File: src/rtl/rotate_arbiter_16_pkg.sv
// ============================================================================
// Module  : rotate_arbiter_16_pkg
// Brief   : Shared op codes, widths, state encodings and fill-mask helper
//           for the shared rotate/shift datapath.
// Revision: 1.0  initial release
// ============================================================================
`default_nettype none

package rotate_arbiter_16_pkg;

    localparam int SH_W  = 16;
    localparam int SH_AW = 4;

    typedef enum logic [1:0] {
        OP_ROR = 2'b00,
        OP_ROL = 2'b01,
        OP_LSR = 2'b10,
        OP_ASR = 2'b11
    } op_e;

    typedef enum logic [0:0] {
        ST_IDLE = 1'b0,
        ST_RESP = 1'b1
    } state_e;

    // Top 'amt' bits set; these are the positions a logical/arithmetic shift refills.
    function automatic logic [SH_W-1:0] fill_mask(input logic [SH_AW-1:0] amt);
        return ~({SH_W{1'b1}} >> amt);
    endfunction

endpackage

`default_nettype wire

File: src/rtl/barrel_shifter_16.sv
// ============================================================================
// Module  : barrel_shifter_16
// Brief   : 16-bit rotate-right core, y[i] = a[(i+s) mod 16].
// Revision: 1.0  initial release
// ============================================================================
`default_nettype none

module barrel_shifter_16
    import rotate_arbiter_16_pkg::*;
(
    input  logic [SH_W-1:0]  a,
    input  logic [SH_AW-1:0] s,
    output logic [SH_W-1:0]  y
);

    logic [SH_W-1:0] w_t;

    // Log-depth: stage k rotates by 2**k when s[k] is set.
    always_comb begin
        w_t = a;
        for (int k = 0; k < SH_AW; k++) begin
            if (s[k]) begin
                w_t = (w_t >> (1 << k)) | (w_t << (SH_W - (1 << k)));
            end
        end
    end

    assign y = w_t;

endmodule

`default_nettype wire

File: src/rtl/rotate_arbiter_16.sv
// ============================================================================
// Module  : rotate_arbiter_16
// Brief   : Round-robin share of one barrel_shifter_16 between two requesters,
//           with a registered valid/ready result port.
// Revision: 1.0  initial release
// ============================================================================
`default_nettype none

module rotate_arbiter_16
    import rotate_arbiter_16_pkg::*;
(
    input  logic             clk,
    input  logic             reset,
    input  logic             req0_valid,
    output logic             req0_ready,
    input  logic [SH_W-1:0]  req0_data,
    input  logic [SH_AW-1:0] req0_amt,
    input  logic [1:0]       req0_op,
    input  logic             req1_valid,
    output logic             req1_ready,
    input  logic [SH_W-1:0]  req1_data,
    input  logic [SH_AW-1:0] req1_amt,
    input  logic [1:0]       req1_op,
    output logic             res_valid,
    input  logic             res_ready,
    output logic [SH_W-1:0]  res_data,
    output logic             res_id,
    output logic             res_zero
);

    state_e           r_state;
    state_e           w_state_nxt;
    logic             r_last_grant;
    logic [SH_W-1:0]  r_res_data;
    logic             r_res_id;
    logic             r_res_zero;

    logic             w_can_accept;
    logic             w_gnt0;
    logic             w_gnt1;
    logic             w_accept;
    logic             w_sel;
    logic [SH_W-1:0]  w_opnd;
    logic [SH_AW-1:0] w_amt;
    op_e              w_op;
    logic [SH_AW-1:0] w_shamt;
    logic [SH_W-1:0]  w_rot;
    logic [SH_W-1:0]  w_mask;
    logic [SH_W-1:0]  w_result;

    // Readies are held low while reset is asserted, whatever state is held.
    assign w_can_accept = ~reset & ((r_state == ST_IDLE) |
                                    ((r_state == ST_RESP) & res_ready));

    assign w_gnt0 = req0_valid & (~req1_valid | r_last_grant);
    assign w_gnt1 = req1_valid & (~req0_valid | ~r_last_grant);

    assign req0_ready = w_can_accept & w_gnt0;
    assign req1_ready = w_can_accept & w_gnt1;
    assign w_accept   = req0_ready | req1_ready;
    assign w_sel      = w_gnt1;

    assign w_opnd = w_sel ? req1_data : req0_data;
    assign w_amt  = w_sel ? req1_amt  : req0_amt;
    assign w_op   = op_e'(w_sel ? req1_op : req0_op);

    // Rotate-left by n is rotate-right by (16-n) mod 16.
    assign w_shamt = (w_op == OP_ROL) ? (4'd0 - w_amt) : w_amt;
    assign w_mask  = fill_mask(w_amt);

    barrel_shifter_16 u_rot (
        .a (w_opnd),
        .s (w_shamt),
        .y (w_rot)
    );

    always_comb begin
        w_result = w_rot;
        case (w_op)
            OP_LSR:  w_result = w_rot & ~w_mask;
            OP_ASR:  w_result = w_opnd[SH_W-1] ? (w_rot | w_mask) : (w_rot & ~w_mask);
            default: w_result = w_rot;
        endcase
    end

    always_comb begin
        w_state_nxt = r_state;
        case (r_state)
            ST_IDLE: if (w_accept) w_state_nxt = ST_RESP;
            ST_RESP: if (res_ready && !w_accept) w_state_nxt = ST_IDLE;
            default: w_state_nxt = ST_IDLE;
        endcase
    end

    always_ff @(posedge clk) begin
        if (reset) begin
            r_state      <= ST_IDLE;
            r_last_grant <= 1'b1;
            r_res_data   <= '0;
            r_res_id     <= 1'b0;
            r_res_zero   <= 1'b0;
        end else begin
            r_state <= w_state_nxt;
            if (w_accept) begin
                r_res_data   <= w_result;
                r_res_id     <= w_sel;
                r_res_zero   <= (w_result == '0);
                r_last_grant <= w_sel;
            end
        end
    end

    assign res_valid = (r_state == ST_RESP);
    assign res_data  = r_res_data;
    assign res_id    = r_res_id;
    assign res_zero  = r_res_zero;

endmodule

`default_nettype wire

File: config.mk
export PLATFORM = sky130hd
export DESIGN_NAME = rotate_arbiter_16
export DESIGN_NICKNAME = d
export VERILOG_FILES = /design/src/rtl/rotate_arbiter_16_pkg.sv /design/src/rtl/barrel_shifter_16.sv /design/src/rtl/rotate_arbiter_16.sv
export SDC_FILE = /design/constraint.sdc
export NUM_CORES = 1
export LEC_CHECK = 0
export BUFFER_PORTS_ARGS = -buffer_cell sky130_fd_sc_hd__buf_2
export CAP_MARGIN = 20
export CORE_MARGIN = 2
export CORE_UTILIZATION = 49
export CTS_CLUSTER_DIAMETER = 30
export DETAILED_ROUTE_END_ITERATION = 12
export PLACE_DENSITY = 0.74
export SYNTH_ARGS = -nofsm -noshare
export SYNTH_HDL_FRONTEND = slang
export SYNTH_SLANG_ARGS = --single-unit
File: constraint.sdc
create_clock -name clk -period 3.65 [get_ports clk]
set_clock_uncertainty 0.15 [all_clocks]
set_input_delay 0.365 -clock clk [delete_from_list [all_inputs] [get_ports clk]]
set_output_delay 0.365 -clock clk [all_outputs]
set_load 0.03 [all_outputs]
==> impl_metrics.ini <==
[grt]
grt_pass1_wl_um = 12500
antenna_found_initial = 0
grt.overflow.total = 0
track_usage_pct = 25.6
grt_pass1_vias = 2599
grt_start_max_net_pins = 37

[clocking]
cts_made_buffers = 3
cts_num_sinks = 20
clkTransAtPathRegs_ns = 0.08
cts_tree = built
clockRootBuffer = clkbuf_8
htree_levels = 1
cts.path.max_buffers = 2
clk_latency_ns = 0.26
hold_buffers = 0

[sta]
period_share_pct = 95.8
slew_violations = 0
relSlewSlack_pct = 34.5
max_freq_ghz = 0.286
timing.setup.tns_ns = 0
setup_viol = 0
fin_crit_ns = 3.50
hold_violations = 0
worst_slew_pin_slew_ns = 0.979

[synth]
syn_inst = 335
syn_nets = 388
avgSynthCellArea_sq_um = 7.87
netlist_area_sq_mm = 0.00264
synth-edff-count = 0
synth_top_area_share_pct = 18.6
synthAdderAreaFrac_pct = 1.90
synth-main-ff-cell = dfxtp_1
synth_seq_area_share_pct = 15.2
synth_cell_types = 50
muxShareOfSynthArea_pct = 27.4
synth_top_area_cell = mux2i_1
synth_warnings = 0
synth_compound_area_share_pct = 24.1
synthSimpleGateAreaFrac_pct = 25.0
synth_area_leaders = mux2i_1, dfxtp_1, nand2_1
async_flop_share_pct = 0
synth_xor_area_share_pct = 0
ys_seq_elements = 20
synth_top_family_by_area = multiplexers

[power_and_ir_drop]
cellLeakagePower_nw = 1.44
powerDensity_mw_per_mm2 = 354
ir_drop_mv = 0.324

[layout]
final_common_cell = buf_2
multi_input_area_sq_mm = 0.00215
final_core_util_pct = 62.4
area_growth_syn_to_layout_pct = 21.7
diodes = 0
seq_area_sq_um = 402
layout_common_cells = buf_2, mux2i_1, nand2_1, nor2_1, a21oi_1
num-fill-cells = 490
drive_gt1_share_pct = 33.1
fin_nets = 456

[die]
rows = 26
die_h_um = 77.4
die_area_sq_mm = 0.00598
io_pins = 70
die_w_um = 77.4
start_util_pct = 51.3
core_sq_mm = 0.00514

[placement]
gp_congestion = 0.950
port_buffers = 69
dp_hpwl_um = 6010

[setup_path]
crit_path_start_kind = flop
critical_path_arrival_ns = 3.53
end_kind = flop
cp_data_required_time_ns = 3.68
path_max_fanout = 4
worstSetupPathType = reg -> reg

[job]
drv_cap = 0

[outcome]
outcome = completed

[detailed_routing]
dr.pass1.iters = 4
antenna_left = 0
vias_per_cell = 6.01
dr_total_vias = 2839
wl_um = 7930
drcViolationCount = 0
wl_per_cell_um = 16.8
first_iter_violations = 201

[worst_hold_path]
min_path_type = in -> reg
==> sequential cells by signal, indices dropped and copies added, names as in the netlist <==
signal,cells
res_valid,1
r_last_grant,1
res_zero,1
res_data,16
res_id,1
==> metal layers <==
metal / vias to the layer above / GRT usage, % / share of wire [%]
met1: 1320 / 33.5 / 44
met3: 18 / 4.07 / 6.7
li1: 1388 / - / -
met5: - / 0 / 0
met4: 0 / 8.39 / 1.9
met2: 113 / 42.9 / 48
==> metrics by stage <==
stage          total power (W)  cell area, sq um  std cells  hold WS [ns]  setup WS (ns)
2_1_floorplan         0.000703              2640        335         0.362         0.0390
3_3_place_gp          0.000843              3020        464         0.290          0.126
3_5_place_dp          0.000848              3020        464         0.291         0.0341
4_1_cts                0.00108              3090        468         0.220          0.159
5_1_grt                0.00120              3210        472         0.229        -0.0402
6_report               0.00114              3210        472         0.219          0.154
==> cell usage after synthesis, types with 2 or more instances <==
cell      instances
mux2i_1          49
nand2_1          35
nor2_1           29
a21oi_1          24
dfxtp_1          20
o211ai_1         12
mux2_2           11
nor2b_1          11
nor3_1           11
o21a_1           11
a211oi_1         10
buf_2             8
inv_1             7
o21ai_0           7
and3_1            6
nand2b_1          6
nand3_1           6
nand4_1           6
buf_6             5
clkbuf_1          5
nand3b_1          5
ha_1              4
o31ai_1           4
a221oi_2          3
a31oi_1           3
buf_4             3
mux2_4            3
mux2i_2           3
nor3_2            3
a31o_2            2
nand3_2           2
o221ai_1          2
or2_1             2
==> what timing repair did <==
action                                  CTS  global route
endpoints found under the setup margin    0             2
buffers inserted                          0             4
gates resized for setup                   0            17
hold endpoints to repair                  0             0
==> kinds of logic after synthesis <==
| family | Yosys count |
|---|---|
| mux | 67 |
| simple gates | 128 |
| buf+inv | 29 |
| fa+ha+maj | 4 |
| compound gates | 87 |
| flops | 20 |
==> power by group <==
group | switching, W | internal (W) | total [W]
registers | 0.0000108 | 0.000240 | 0.000251
logic | 0.000385 | 0.000271 | 0.000655
clock network | 0.0000824 | 0.000147 | 0.000229
total | 0.000478 | 0.000657 | 0.00114
==> path summary, 6_finish.rpt <==
| path | cells after the start | endpoint | slack, ns | startpoint |
|---|---|---|---|---|
| worst max register to register | 16 | res_zero$_SDFFE_PP0P_ | 0.15 | r_last_grant$_SDFFE_PP1P_ |
| worst max-delay path | 16 | res_zero$_SDFFE_PP0P_ | 0.15 | r_last_grant$_SDFFE_PP1P_ |
| worst min-delay path | 3 | res_valid$_SDFF_PP0_ | 0.22 | res_ready |
| worst min register to register | 2 | res_data[14]$_SDFFE_PP0P_ | 0.31 | res_data[14]$_SDFFE_PP0P_ |
==> critical path, cell delays in order (launching register included) <==
cell and delay [ns]:
dfxtp_2 0.35, a21bo_1 0.22, nand2_1 0.09, nand2_2 0.06
inv_1 0.07, ha_2 0.21, ha_4 0.21, nand3b_1 0.12
mux2i_2 0.11, nor3_4 0.22, buf_6 0.13, mux2_4 0.32
o211ai_1 0.30, o221ai_4 0.18, a2111oi_4 0.33, nand4_1 0.14
o31ai_1 0.22
==> layout make-up <==
class / count / area share [%]
tap: 70 / 2.73
inverter: 7 / 0.819
multi-input combinational: 286 / 67.0
timing repair buffer: 85 / 14.7
sequential: 20 / 12.5
clock buffer: 3 / 1.29
clock inverter: 1 / 0.936
Note: power is estimated with default switching activity, not from simulation.
